$ cat src/rtl/imm_gen_pipe_if.sv
// imm_gen_pipe_if: handshake bus of the immediate generator.
//   Producer side : in_valid, in_instr -> block; in_ready <- block.
//   Consumer side : out_valid, out_imm, out_fmt, out_instr <- block;
//                   out_ready -> block.
//   master modport: the environment driving instructions and consuming
//                   results.
//   slave modport : the immediate generator itself.
interface imm_gen_pipe_if #(
    parameter int XLEN = 32
);
    logic            in_valid;
    logic            in_ready;
    logic [31:0]     in_instr;
    logic            out_valid;
    logic            out_ready;
    logic [XLEN-1:0] out_imm;
    logic [2:0]      out_fmt;
    logic [31:0]     out_instr;

    modport master (
        output in_valid, in_instr, out_ready,
        input  in_ready, out_valid, out_imm, out_fmt, out_instr
    );

    modport slave (
        input  in_valid, in_instr, out_ready,
        output in_ready, out_valid, out_imm, out_fmt, out_instr
    );
endinterface

$ cat src/rtl/imm_gen_pipe.sv
// imm_gen_pipe: RISC-V RV32I immediate generator with a result FIFO.
//   Decodes the immediate of each accepted 32-bit instruction word
//   (I, S, B, U, J formats), sign-extends it to XLEN and buffers
//   {imm, fmt, instr} in a DEPTH-entry FIFO.
// Parameters:
//   XLEN  - immediate width, 32 or 64.
//   DEPTH - FIFO entries, power of two, >= 2.
// Ports:
//   clk            rising-edge clock.
//   rst            asynchronous active-high reset.
//   flush          synchronous discard of all buffered entries.
//   bus (slave)    in_valid/in_ready/in_instr input handshake,
//                  out_valid/out_ready/out_imm/out_fmt/out_instr output.
//   perf_imm_cnt   popped entries with fmt != NONE.
//   perf_none_cnt  popped entries with fmt == NONE.
// Build option:
//   IMMGEN_PERF_EN - when defined the perf counters are live; otherwise
//                    both perf ports are tied to 0.
module imm_gen_pipe #(
    parameter int XLEN  = 32,
    parameter int DEPTH = 2
) (
    input  logic          clk,
    input  logic          rst,
    input  logic          flush,
    imm_gen_pipe_if.slave bus,
    output logic [31:0]   perf_imm_cnt,
    output logic [31:0]   perf_none_cnt
);
    localparam int AW = $clog2(DEPTH);

    typedef enum logic [2:0] {
        FMT_NONE = 3'd0,
        FMT_I    = 3'd1,
        FMT_S    = 3'd2,
        FMT_B    = 3'd3,
        FMT_U    = 3'd4,
        FMT_J    = 3'd5
    } fmt_e;

    // Size cast of a signed operand replicates its sign bit.
    function automatic logic signed [XLEN-1:0] sext(input logic signed [31:0] v);
        return XLEN'(v);
    endfunction

    // ---- stage p0: combinational decode of the incoming word ----
    logic [31:0]            ins;
    logic signed [31:0]     imm32_p0;
    logic signed [XLEN-1:0] imm_p0;
    fmt_e                   fmt_p0;

    assign ins = bus.in_instr;

    always_comb begin
        imm32_p0 = '0;
        fmt_p0   = FMT_NONE;
        case (ins[6:0])
            7'b0010011, 7'b0000011, 7'b1100111: begin
                fmt_p0   = FMT_I;
                imm32_p0 = {{20{ins[31]}}, ins[31:20]};
            end
            7'b0100011: begin
                fmt_p0   = FMT_S;
                imm32_p0 = {{20{ins[31]}}, ins[31:25], ins[11:7]};
            end
            7'b1100011: begin
                fmt_p0   = FMT_B;
                imm32_p0 = {{19{ins[31]}}, ins[31], ins[7], ins[30:25], ins[11:8], 1'b0};
            end
            7'b0110111, 7'b0010111: begin
                fmt_p0   = FMT_U;
                imm32_p0 = {ins[31:12], 12'b0};
            end
            7'b1101111: begin
                fmt_p0   = FMT_J;
                imm32_p0 = {{11{ins[31]}}, ins[31], ins[19:12], ins[20], ins[30:21], 1'b0};
            end
            default: begin
                fmt_p0   = FMT_NONE;
                imm32_p0 = '0;
            end
        endcase
    end

    assign imm_p0 = sext(imm32_p0);

    // ---- stage p1: FIFO storage and head ----
    logic signed [XLEN-1:0] imm_mem   [DEPTH];
    fmt_e                   fmt_mem   [DEPTH];
    logic [31:0]            instr_mem [DEPTH];

    logic [AW-1:0] wptr;
    logic [AW-1:0] rptr;
    logic [AW:0]   count;
    logic          full;
    logic          vld_p1;
    logic          push;
    logic          pop;

    // count never exceeds DEPTH = 2**AW, so its MSB alone flags full.
    assign full   = count[AW];
    assign vld_p1 = (count != '0);

    // Flush wins over any same-cycle transfer; ready is purely state-based,
    // so a pop never frees a slot for a push in the same cycle.
    assign push = bus.in_valid & ~full & ~flush;
    assign pop  = vld_p1 & bus.out_ready & ~flush;

    assign bus.in_ready  = ~full;
    assign bus.out_valid = vld_p1;
    assign bus.out_imm   = imm_mem[rptr];
    assign bus.out_fmt   = fmt_mem[rptr];
    assign bus.out_instr = instr_mem[rptr];

    always_ff @(posedge clk or posedge rst) begin
        if (rst) begin
            wptr  <= '0;
            rptr  <= '0;
            count <= '0;
        end else if (flush) begin
            wptr  <= '0;
            rptr  <= '0;
            count <= '0;
        end else begin
            if (push) begin
                wptr <= wptr + AW'(1);
            end
            if (pop) begin
                rptr <= rptr + AW'(1);
            end
            case ({push, pop})
                2'b10:   count <= count + (AW+1)'(1);
                2'b01:   count <= count - (AW+1)'(1);
                default: count <= count;
            endcase
        end
    end

    // Storage is reset too so the head outputs read 0 out of reset.
    always_ff @(posedge clk or posedge rst) begin
        if (rst) begin
            for (int i = 0; i < DEPTH; i++) begin
                imm_mem[i]   <= '0;
                fmt_mem[i]   <= FMT_NONE;
                instr_mem[i] <= '0;
            end
        end else if (push) begin
            imm_mem[wptr]   <= imm_p0;
            fmt_mem[wptr]   <= fmt_p0;
            instr_mem[wptr] <= ins;
        end
    end

    // ---- stage p2: pop-side performance counters ----
`ifdef IMMGEN_PERF_EN
    logic [31:0] imm_cnt;
    logic [31:0] none_cnt;

    always_ff @(posedge clk or posedge rst) begin
        if (rst) begin
            imm_cnt  <= '0;
            none_cnt <= '0;
        end else if (pop) begin
            if (fmt_mem[rptr] != FMT_NONE) begin
                imm_cnt <= imm_cnt + 32'd1;
            end else begin
                none_cnt <= none_cnt + 32'd1;
            end
        end
    end

    assign perf_imm_cnt  = imm_cnt;
    assign perf_none_cnt = none_cnt;
`else
    assign perf_imm_cnt  = '0;
    assign perf_none_cnt = '0;
`endif
endmodule
$ cat src/flat_wrapper.sv
// flat-port wrapper written by rule: the top's interface ports become plain ports
module imm_gen_pipe_flat 
#(
    parameter int XLEN  = 32,
    parameter int DEPTH = 2
)
  (clk, rst, flush, perf_imm_cnt, perf_none_cnt, bus_in_valid, bus_in_instr, bus_out_ready, bus_in_ready, bus_out_valid, bus_out_imm, bus_out_fmt, bus_out_instr);
  imm_gen_pipe_if #(.XLEN(XLEN)) bus_i ();
  input  logic clk;
  input  logic rst;
  input  logic flush;
  output logic [31:0] perf_imm_cnt;
  output logic [31:0] perf_none_cnt;
  input wire logic [$bits(bus_i.in_valid)-1:0] bus_in_valid;
  input wire logic [$bits(bus_i.in_instr)-1:0] bus_in_instr;
  input wire logic [$bits(bus_i.out_ready)-1:0] bus_out_ready;
  output wire logic [$bits(bus_i.in_ready)-1:0] bus_in_ready;
  output wire logic [$bits(bus_i.out_valid)-1:0] bus_out_valid;
  output wire logic [$bits(bus_i.out_imm)-1:0] bus_out_imm;
  output wire logic [$bits(bus_i.out_fmt)-1:0] bus_out_fmt;
  output wire logic [$bits(bus_i.out_instr)-1:0] bus_out_instr;
  assign bus_i.in_valid = bus_in_valid;
  assign bus_i.in_instr = bus_in_instr;
  assign bus_i.out_ready = bus_out_ready;
  assign bus_in_ready = bus_i.in_ready;
  assign bus_out_valid = bus_i.out_valid;
  assign bus_out_imm = bus_i.out_imm;
  assign bus_out_fmt = bus_i.out_fmt;
  assign bus_out_instr = bus_i.out_instr;
  imm_gen_pipe #(.XLEN(XLEN), .DEPTH(DEPTH)) u_core (.clk(clk), .rst(rst), .flush(flush), .bus(bus_i), .perf_imm_cnt(perf_imm_cnt), .perf_none_cnt(perf_none_cnt));
endmodule
$ cat config.mk
export PLATFORM = sky130hd
export DESIGN_NAME = imm_gen_pipe_flat
export DESIGN_NICKNAME = d
export VERILOG_FILES = /design/src/rtl/imm_gen_pipe_if.sv /design/src/rtl/imm_gen_pipe.sv /design/src/flat_wrapper.sv
export SDC_FILE = /design/constraint.sdc
export NUM_CORES = 1
export LEC_CHECK = 0
export CAP_MARGIN = 25
export CELL_PAD_IN_SITES_DETAIL_PLACEMENT = 1
export CELL_PAD_IN_SITES_GLOBAL_PLACEMENT = 2
export CORE_MARGIN = 4
export CORE_UTILIZATION = 27
export CTS_CLUSTER_DIAMETER = 40
export DETAILED_ROUTE_END_ITERATION = 10
export PLACE_DENSITY_LB_ADDON = 0.1
export SYNTH_ARGS = -nofsm -noshare
export SYNTH_HDL_FRONTEND = slang
export SYNTH_SLANG_ARGS = --single-unit
export TNS_END_PERCENT = 20
$ cat constraint.sdc
create_clock -name clk -period 4.8 [get_ports clk]
set_clock_uncertainty 0.2 [all_clocks]
set_input_delay 0.96 -clock clk [delete_from_list [all_inputs] [get_ports clk]]
set_output_delay 0.96 -clock clk [all_outputs]
set_load 0.05 [all_outputs]
==> results of run 1 <==
==> per-layer routing <==
metal,vias up,part of all wire
met3,11,0.050
met1,2627,0.46
met5,-,0
met2,118,0.48
li1,2404,-
met4,0,0.0092
==> flip-flops by register name, indices dropped and copies added, names as in the netlist <==
name and cells:
u_core.imm_mem 64, u_core.instr_mem 64, u_core.fmt_mem 6, u_core.count 2
u_core.rptr 1, u_core.wptr 1
==> power by group through the flow <==
stage	combinational, mW	sequential, mW	clock [mW]
after detailed placement	1.06	1.46	0
after global routing	1.12	1.46	1.48
after floorplan	0.808	1.43	0
after global placement	1.04	1.45	0
after CTS	1.06	1.44	1.43
final	1.04	1.44	1.39
==> area by class of cell <==
class	instances	area, um2
fill	2812	15970
sequential	138	3455
multi-input combinational	519	2903
timing repair buffer	115	1164
clock buffer	17	425.4
tap	324	405.4
clock inverter	15	197.7
inverter	4	18.77
==> per-stage QoR <==
step,setup slack [ps],hold WS (ps),cell area (um2),utilization
6_report,1150,268.3,8568,0.3492
5_1_grt,1045,294.6,8568,0.3492
4_1_cts,1086,274.8,8568,0.3492
3_5_place_dp,1201,258.7,7945,0.3238
3_3_place_gp,1263,252.9,7925,0.3230
2_1_floorplan,1919,239.6,7047,-
==> worst reg2reg max path: cells and delay by family (launching register included) <==
| kind | cells | cell delay, ps |
|---|---|---|
| AND/OR/NAND/NOR | 3 | 1240 |
| AO/OA/AOI/OAI | 1 | 220 |
| flip-flops | 1 | 490 |
| buffers and inverters | 1 | 350 |
==> synthesized netlist by cell type, types with 4 or more instances <==
| cell | n |
|---|---|
| a21oi_1 | 16 |
| a221o_1 | 16 |
| a22oi_1 | 4 |
| buf_2 | 18 |
| buf_4 | 64 |
| buf_6 | 4 |
| clkbuf_1 | 17 |
| dfrtp_1 | 138 |
| inv_1 | 4 |
| mux2_2 | 68 |
| nand2_1 | 255 |
| nand3_1 | 4 |
| nor2_1 | 13 |
| o211ai_1 | 22 |
| o21ai_0 | 17 |
==> cell families (layout without fill, tap and decap cells) <==
logic type                Yosys count  count (layout)
AOI/OAI and AO/OA                  91              91
other                               1              64
muxes                              68              68
and+or+nand+nor                   293             293
xor gates and xnor gates            3               3
DFF                               138             138
buffers and inverters             110             151
==> final timing paths <==
path | start | to | slack, ps | cells past startpoint
setup / recovery | u_core.rptr | bus_out_fmt[0] | 1150 | 3
hold reg to reg | u_core.instr_mem[18] | u_core.instr_mem[18] | 270 | 2
max in group asynchronous | rst | u_core.rptr | 2840 | 4
setup reg to reg | u_core.count[1] | u_core.imm_mem[50] | 2250 | 5
min in group asynchronous | rst | u_core.instr_mem[25] | 670 | 2
hold / removal | u_core.instr_mem[18] | u_core.instr_mem[18] | 270 | 2
==> results by group, run 1 <==
Logic synthesis
  – Synth top area cells: dfrtp_1 51%, nand2_1 14%, mux2_2 11%
  – Yosys top cell area share: 0.5074
  – Largest family of logic cells by synthesized area: simple AND/OR/NAND/NOR gates
  – Adder-cell share of the synthesized area: 0
  – Syn avg cell area: 9.668 um2
  – Synth cell types: 38
  – Fraction of the mapped netlist area in simple logic gates: 0.1785
  – Mux share of post-synthesis cell area: 0.1125
  – Async set or reset register ratio after synthesis: 1.000
  – Part of the Yosys area used for sequential elements: 0.5074
  – Synth Cell Area: 6807 um2
  – Synth Flop Type: dfrtp_1
  – Synthesis-stage register bit count: 138
  – Post-synth top area cell: dfrtp_1
  – Post-Synthesis Cells: 704
  – Post-synth EDFFs: 0
  – Synth Area in XOR/XNOR: 0.003860
  – Complex-gate fraction of the synthesized area: 0.09357
  – Syn. warnings: 0

Critical path
  – Slowest-stage cell, CP: clkdlybuf4s50_1
  – CP peak stage delay: 720 ps
  – Critical Path RT: 3640 ps
  – Crit path max-delay family: buffers and inverters
  – Crit start category: flop
  – Cells along the critical path: buf_4 -> mux2_2 -> clkdlybuf4s50_1
  – Crit path buffers/inverters: 2
  – Crit path capture type: primary output
  – Worst-path fanout max: 38
  – Crit path kind: reg -> out
  – Critical Path AT: 2490 ps

Power
  – Total power: 3.875 mW
  – Clk pwr share: 0.360
  – Power Dens Cells: 452.2 nW/um2
  – Switching share of power: 0.3414
  – Power Internal: 2.552 mW
  – Gate power share: 0.269
  – Flop pwr share: 0.371
  – Max VDD drop: 175.8 uV
  – Leak pwr: 3.988 nW
  – Psw: 1.323 mW

Detailed routing
  – First drt pass iteration count: 4
  – DRT Wirelength: 20960 um
  – Via count: 5160
  – DRT iter0 DRCs: 238
  – Post-DR vias/cell: 4.558
  – Routed len/inst: 18.52 um
  – DRC violations left: 0
  – Final ANT Viol Nets: 0

Cells and area
  – Filler-free cell count of the finished design: 1132
  – Commonest non-fill, non-tap cell in the layout: nand2_1
  – N_diodes: 0
  – Commonest cells after routing, fill and taps aside: 255 x nand2_1, 137 x dfrtp_1, 105 x clkdlybuf4s50_1
  – Area Growth Syn to Fin: 25.88%
  – Final nets: 832
  – Share of cells above drive strength 1: 0.1535

Timing
  – Setup-failing EPs final: 0
  – FMAX: 274.0 MHz
  – Slew Viols, Final: 0
  – Slew @ Worst Pin: 1060 ps
  – RSZ-0062 raised after global routing: no
  – Fin crit share: 0.7604
  – Setup TNS: 0 ps
  – Minimum clock period: 3650 ps
  – Slew Limit Headroom: 0.2918
  – Final hold vios: 0

Clocking
  – Clk sinks: 138
  – Clk root buf: clkbuf_16
  – Post-cts gate resize count: 0
  – Clock-pin slew on the worst setup and hold paths: 60 ps
  – Cts hold-fix bufs: 0
  – Postcts setup bufs: 0
  – Skew-Pair Late Insertion Delay: 420 ps
  – CTS Buf Count: 17
  – Clock Path Buffers: 2
  – CTS tree: built
  – H-tree depth: 4

Placement
  – Port Buffers: 105
  – DP HPWL: 14400 um
  – Placer Congestion: 0.7251
  – Cell Count Post-Placement: 1100

Global route
  – Total GRT Usage: 0.1536
  – GRT overflow: 0
  – First-pass GRT wire length: 33650 um
  – Vias in the first global route: 5678
  – GR met1 Demand/Resource: 0.2055
  – Antenna violations before repair: 0
  – Met3 usage: 0.03532
  – GR Util met2: 0.2538
  – Largest net degree at the start of global routing: 55
  – Global route hottest layer: met2

Floorplanning
  – Chip width: 166.8 um
  – # IOs: 170
  – Core ar.: 24530 um2
  – Row Count: 57
  – Initial Utilization: 0.2774
  – Die area: 27810 um2
  – Die Height: 166.8 um

Run status
  – Status: finished, final reports clean

Run
  – Max cap viols: 0

Min path
  – Hold Crit Class: reg -> reg
No activity file was read; power rests on OpenSTA's default activity.
==> inputs of run 2 (changes only) <==
Clock period 4.8 ns to 3 ns, I/O delays scaled along.
==> run 2 against run 1 <==
Net effect:
- clock power is 71% higher
- final area is 1.7% higher
- combinational power is 55% higher
- sequential share of layout area is 0.68 points lower
- global-route usage is 0.21 points higher
- largest cell class unchanged
- critical endpoint is now bus_out_valid
- power is 62% higher
- first-iteration DRC count is 21% higher
- sequential cell count stayed put
- die area stayed put
- worst setup slack worse by 920 ps
==> results by group, run 2 (synthesized netlist as in run 1, its figures left out) <==
Critical path
  – CP startpoint: u_core.count[1] (was u_core.rptr)
  – CP peak stage delay: 700 ps (was 720 ps)
  – Worst reg2reg endpoint: u_core.imm_mem[50] (unchanged)
  – Reg2Reg Depth: 5 (unchanged)
  – Critical Path RT: 2200 ps (was 3640 ps)
  – Crit path kind: reg -> out (unchanged)
  – CP endpoint: bus_out_valid (was bus_out_fmt[0])
  – Critical Path AT: 1970 ps (was 2490 ps)
  – Crit start category: flop (unchanged)
  – Slowest-stage cell, CP: clkdlybuf4s50_1 (unchanged)
  – Crit path capture type: primary output (unchanged)
  – Cells along the critical path: or2_2 -> clkdlybuf4s50_1 (was buf_4 -> mux2_2 -> clkdlybuf4s50_1)
  – Flop-to-flop setup slack: 720 ps (was 2250 ps)
  – Reg2reg start: u_core.count[1] (unchanged)
  – Worst-path fanout max: 7 (was 38)

Power
  – Total power: 6.285 mW (was 3.875 mW)
  – Max VDD drop: 330.2 uV (was 175.8 uV)
  – Leak pwr: 4.478 nW (was 3.988 nW)
  – Power Dens Cells: 721.2 nW/um2 (was 452.2 nW/um2)

Detailed routing
  – DRT iter0 DRCs: 288 (was 238)
  – DRC violations left: 0 (unchanged)
  – DRT Wirelength: 21200 um (was 20960 um)
  – Final ANT Viol Nets: 0 (unchanged)
  – Via count: 5206 (was 5160)
  – Routed len/inst: 18.45 um (was 18.52 um)
  – Post-DR vias/cell: 4.531 (was 4.558)
  – First drt pass iteration count: 4 (unchanged)

Timing
  – Setup TNS: 0 ps (unchanged)
  – Slew Viols, Final: 0 (unchanged)
  – FMAX: 361.5 MHz
  – Setup-failing EPs final: 0 (unchanged)
  – Final worst setup slack: 234.0 ps (was 1150 ps)
  – Slew Limit Headroom: 0.6291 (was 0.2918)
  – Slew @ Worst Pin: 553.4 ps (was 1060 ps)
  – Fin crit share: 0.9220
  – Final hold vios: 0 (unchanged)
  – RSZ-0062 raised after global routing: no (unchanged)
  – Minimum clock period: 2766 ps

Cells and area
  – Commonest cells after routing, fill and taps aside: 255 x nand2_1, 137 x dfrtp_1, 68 x mux2_2 (was 255 x nand2_1, 137 x dfrtp_1, 105 x clkdlybuf4s50_1)
  – Final nets: 849 (was 832)
  – Largest registers: u_core.imm_mem (64), u_core.instr_mem (64), u_core.fmt_mem (6) (unchanged)
  – Final Util: 0.3552 (was 0.3492)
  – Area Growth Syn to Fin: 28.03% (was 25.88%)
  – N_diodes: 0 (unchanged)
  – Filler Cell Count: 2810 (was 2812)
  – Share of cells above drive strength 1: 0.1806 (was 0.1535)
  – Commonest non-fill, non-tap cell in the layout: nand2_1 (unchanged)
  – Filler-free cell count of the finished design: 1149 (was 1132)

Global route
  – Vias in the first global route: 5734 (was 5678)
  – Largest net degree at the start of global routing: 83 (was 55)
  – Total GRT Usage: 0.1557 (was 0.1536)
  – GRT overflow: 0 (unchanged)
  – First-pass GRT wire length: 34130 um (was 33650 um)
  – Antenna violations before repair: 0 (unchanged)

Floorplanning
  – # IOs: 170 (unchanged)
  – Chip width: 166.8 um (unchanged)
  – Initial Utilization: 0.2774 (unchanged)
  – Row Count: 57 (unchanged)
  – Die area: 27810 um2 (unchanged)
  – Die Height: 166.8 um (unchanged)
  – Core ar.: 24530 um2 (unchanged)

Placement
  – Placement Setup Slack: 150.0 ps (was 1201 ps)
  – Cell Count Post-Placement: 1117 (was 1100)
  – DP HPWL: 14600 um (was 14400 um)
  – Port Buffers: 105 (unchanged)
  – Placer Congestion: 0.7686 (was 0.7251)

Clocking
  – CTS Buf Count: 17 (unchanged)
  – Clock Path Buffers: 2 (unchanged)
  – H-tree depth: 4 (unchanged)
  – Skew-Pair Late Insertion Delay: 410 ps (was 420 ps)
  – Clock-pin slew on the worst setup and hold paths: 70 ps (was 60 ps)
  – Postcts setup bufs: 0 (unchanged)
  – CTS tree: built (unchanged)
  – Post-cts gate resize count: 46 (was 0)
  – Cts hold-fix bufs: 0 (unchanged)
  – Clk sinks: 138 (unchanged)
  – Clk root buf: clkbuf_16 (unchanged)

Run
  – Max cap viols: 0 (unchanged)

Min path
  – Hold Crit Class: in -> async (was reg -> reg)

Run status
  – Status: finished, final reports clean (unchanged)
run 2: cell count changes in the layout (fill, tap and decap cells not counted), moves of 13 or more:
| cell | previous run | this run |
|---|---|---|
| clkdlybuf4s50_1 | 105 | 38 |
| buf_4 | 7 | 30 |
| dlygate4sd2_1 | 0 | 46 |
| dlymetal6s2s_1 | 0 | 13 |
run 2: layer usage:
layer / GRT usage / vias up / part of all wire
met2: 0.2553 / 125 / 0.49
met1: 0.2091 / 2629 / 0.46
met3: 0.03532 / 12 / 0.041
met5: 0 / - / 0
met4: 0.04055 / 0 / 0.011
li1: - / 2440 / -
run 2: worst max-delay path, delay by kind of cell, from the launching register on:
family	cells	cell delay (ps)
DFF	1	490
and+or+nand+nor	1	360
buffers and inverters	1	700
run 2: final cells by class:
type / count / area (um2) / area share
multi-input combinational: 519 / 2903 / 0.3331
inverter: 4 / 18.77 / 0.002154
sequential: 138 / 3455 / 0.3964
tap: 324 / 405.4 / 0.04652
timing repair buffer: 132 / 1271 / 0.1459
clock inverter: 15 / 236.5 / 0.02714
clock buffer: 17 / 425.4 / 0.04882
run 2: per-stage QoR:
stage	hold slack, ps	instance area [um2]
3_5_place_dp	260.8	8078
3_3_place_gp	251.9	8078
5_1_grt	256.8	8715
4_1_cts	243.8	8682
6_report	262.7	8715
2_1_floorplan	239.6	7047
run 2: how the worst min path moves through the flow:
| stage | from | to | cells past startpoint |
|---|---|---|---|
| after floorplan | u_core.instr_mem[29] | u_core.instr_mem[29] | 2 |
| after global placement | u_core.instr_mem[7] | u_core.instr_mem[7] | 2 |
| after detailed placement | u_core.instr_mem[10] | u_core.instr_mem[10] | 2 |
| after CTS | rst | u_core.instr_mem[26] | 2 |
| after global routing | rst | u_core.instr_mem[57] | 2 |
| final | rst | u_core.instr_mem[26] | 2 |
run 2: power by group:
group	leakage, nW	switching [mW]	internal [mW]	total [mW]
logic	2.34	1.12	0.483	1.61
registers	1.81	0.153	2.15	2.30
clock network	0.325	0.881	1.50	2.38
==> inputs of run 3 (changes only) <==
Settings changed: CORE_UTILIZATION 27 to 28, CTS_BUF_LIST set to sky130_fd_sc_hd__clkbuf_2.
==> run 3 against run 2 <==
Net effect:
- power decreased by 12%
- worst hold slack better by 31 ps
- final cell count grew 0.52%
- combinational power up 7%
- fmax is 7.1% lower
- worst setup slack lost 210 ps
- critical path type unchanged
==> results by group, run 3 (synthesized netlist as in run 1, its figures left out) <==
Clocking
  – Clk root buf: clkbuf_2 (was clkbuf_16)
  – Skew-Pair Late Insertion Delay: 680 ps (was 410 ps)
  – CTS Buf Count: 17 (unchanged)
  – H-tree depth: 4 (unchanged)
  – Clk sinks: 138 (unchanged)
  – Clock Path Buffers: 2 (unchanged)
  – CTS tree: built (unchanged)
  – Clock-pin slew on the worst setup and hold paths: 210 ps (was 70 ps)

Timing
  – RSZ-0062 raised after global routing: yes (was no)
  – Slew @ Worst Pin: 672.8 ps (was 553.4 ps)
  – Final worst setup slack: 22.40 ps (was 234.0 ps)
  – Slew Viols, Final: 0 (unchanged)
  – Minimum clock period: 2978 ps (was 2766 ps)
  – Min Hold Slack: 293.5 ps (was 262.7 ps)
  – Setup-failing EPs final: 0 (unchanged)
  – Final hold vios: 0 (unchanged)
  – Slew Limit Headroom: 0.5498 (was 0.6291)
  – Fin crit share: 0.9925 (was 0.9220)
  – FMAX: 335.8 MHz (was 361.5 MHz)
  – Setup TNS: 0 ps (unchanged)

Global route
  – Total GRT Usage: 0.1637 (was 0.1557)
  – First-pass GRT wire length: 33820 um (was 34130 um)
  – Vias in the first global route: 5749 (was 5734)
  – GRT overflow: 0 (unchanged)
  – Largest net degree at the start of global routing: 69 (was 83)
  – Antenna violations before repair: 1 (was 0)

Placement
  – DP HPWL: 14890 um (was 14600 um)
  – Placer Congestion: 0.7531 (was 0.7686)
  – Port Buffers: 105 (unchanged)
  – Placement Setup Slack: 97.19 ps (was 150.0 ps)

Floorplanning
  – Row Count: 56 (was 57)
  – # IOs: 170 (unchanged)
  – Initial Utilization: 0.2874 (was 0.2774)
  – Die Height: 163.9 um (was 166.8 um)
  – Chip width: 163.9 um (was 166.8 um)
  – Core ar.: 23680 um2 (was 24530 um2)
  – Die area: 26870 um2 (was 27810 um2)

Critical path
  – Critical Path RT: 2200 ps (about the same)
  – Critical Path AT: 2180 ps (was 1970 ps)
  – Worst-path fanout max: 27 (was 7)
  – Crit path kind: reg -> out (unchanged)
  – Crit path capture type: primary output (unchanged)
  – Flop-to-flop setup slack: 740 ps (was 720 ps)
  – Crit start category: flop (unchanged)

Detailed routing
  – DRC violations left: 0 (unchanged)
  – Post-DR vias/cell: 4.531 (about the same)
  – Via count: 5233 (was 5206)
  – DRT Wirelength: 21570 um (was 21200 um)
  – Routed len/inst: 18.68 um (was 18.45 um)
  – First drt pass iteration count: 4 (unchanged)
  – DRT iter0 DRCs: 242 (was 288)
  – Final ANT Viol Nets: 0 (unchanged)

Run
  – Max cap viols: 0 (unchanged)

Cells and area
  – Final nets: 859 (was 849)
  – Commonest non-fill, non-tap cell in the layout: nand2_1 (unchanged)
  – Commonest cells after routing, fill and taps aside: 255 x nand2_1, 136 x dfrtp_1, 64 x conb_1 (was 255 x nand2_1, 137 x dfrtp_1, 68 x mux2_2)
  – Share of cells above drive strength 1: 0.2443 (was 0.1806)
  – Area Growth Syn to Fin: 26.01% (was 28.03%)
  – Largest registers: u_core.imm_mem (64), u_core.instr_mem (64), u_core.fmt_mem (6) (unchanged)

Run status
  – Status: finished, final reports clean (unchanged)

Power
  – Leak pwr: 4.246 nW (was 4.478 nW)
  – Power Dens Cells: 646.2 nW/um2 (was 721.2 nW/um2)
  – Max VDD drop: 268.2 uV (was 330.2 uV)

Min path
  – Hold Crit Class: reg -> reg (was in -> async)
-- run 3: power by group --
part	internal (mW)	switching (mW)	total, mW
combinational	0.571	1.15	1.72
sequential	2.14	0.158	2.30
clock	0.801	0.715	1.52
-- run 3: per-stage QoR --
step	cell area, um2	instances	util	total power, mW
after global placement	8019	1119	0.3386	3.974
after CTS	8386	1153	0.3541	5.553
final	8577	1155	0.3622	5.542
after global routing	8577	1155	0.3622	5.858
after detailed placement	8019	1119	0.3386	4.021
after floorplan	7047	767	-	3.574
-- run 3: path summary, 6_finish.rpt --
check,endpoint,startpoint,cells past startpoint
max reg2reg,u_core.imm_mem[41],u_core.count[1],5
min in group asynchronous,u_core.imm_mem[1],rst,4
min,u_core.imm_mem[63],u_core.imm_mem[63],2
max in group asynchronous,u_core.imm_mem[26],rst,4
min reg2reg,u_core.imm_mem[63],u_core.imm_mem[63],2
max,bus_out_instr[21],u_core.rptr,3
-- run 3: routing by layer --
layer / track usage / routed length [um]
met1: 0.2143 / 9897
met2: 0.2691 / 10420
met3: 0.04191 / 917
met4: 0.04613 / 338
met5: 0 / 0
-- run 3: timing repair --
action                                 in CTS  in global routing
hold buffers                                0                  1
gates cloned                                1                  0
setup buffers                               1                  0
endpoints found under the hold margin       0                 10
resized for setup                          52                 55
setup endpoints to repair                  39                 59
-- run 3: cell type report --
| cell class | instances | area (um2) |
|---|---|---|
| diodes | 1 | 2.502 |
| clock buffers | 19 | 95.09 |
| clock inverters | 13 | 247.7 |
| fillers | 2746 | 15110 |
| inverters | 4 | 18.77 |
| multi-input cells | 519 | 2993 |
| flip-flops and latches | 138 | 3456 |
| well taps | 319 | 399.1 |
| repair buffers | 142 | 1365 |
-- run 3: worst max-delay path, stage by stage (launching register included) --
cell and delay (ps):
dfrtp_2 480, buf_16 210, mux2_2 360, dlygate4sd2_1 420
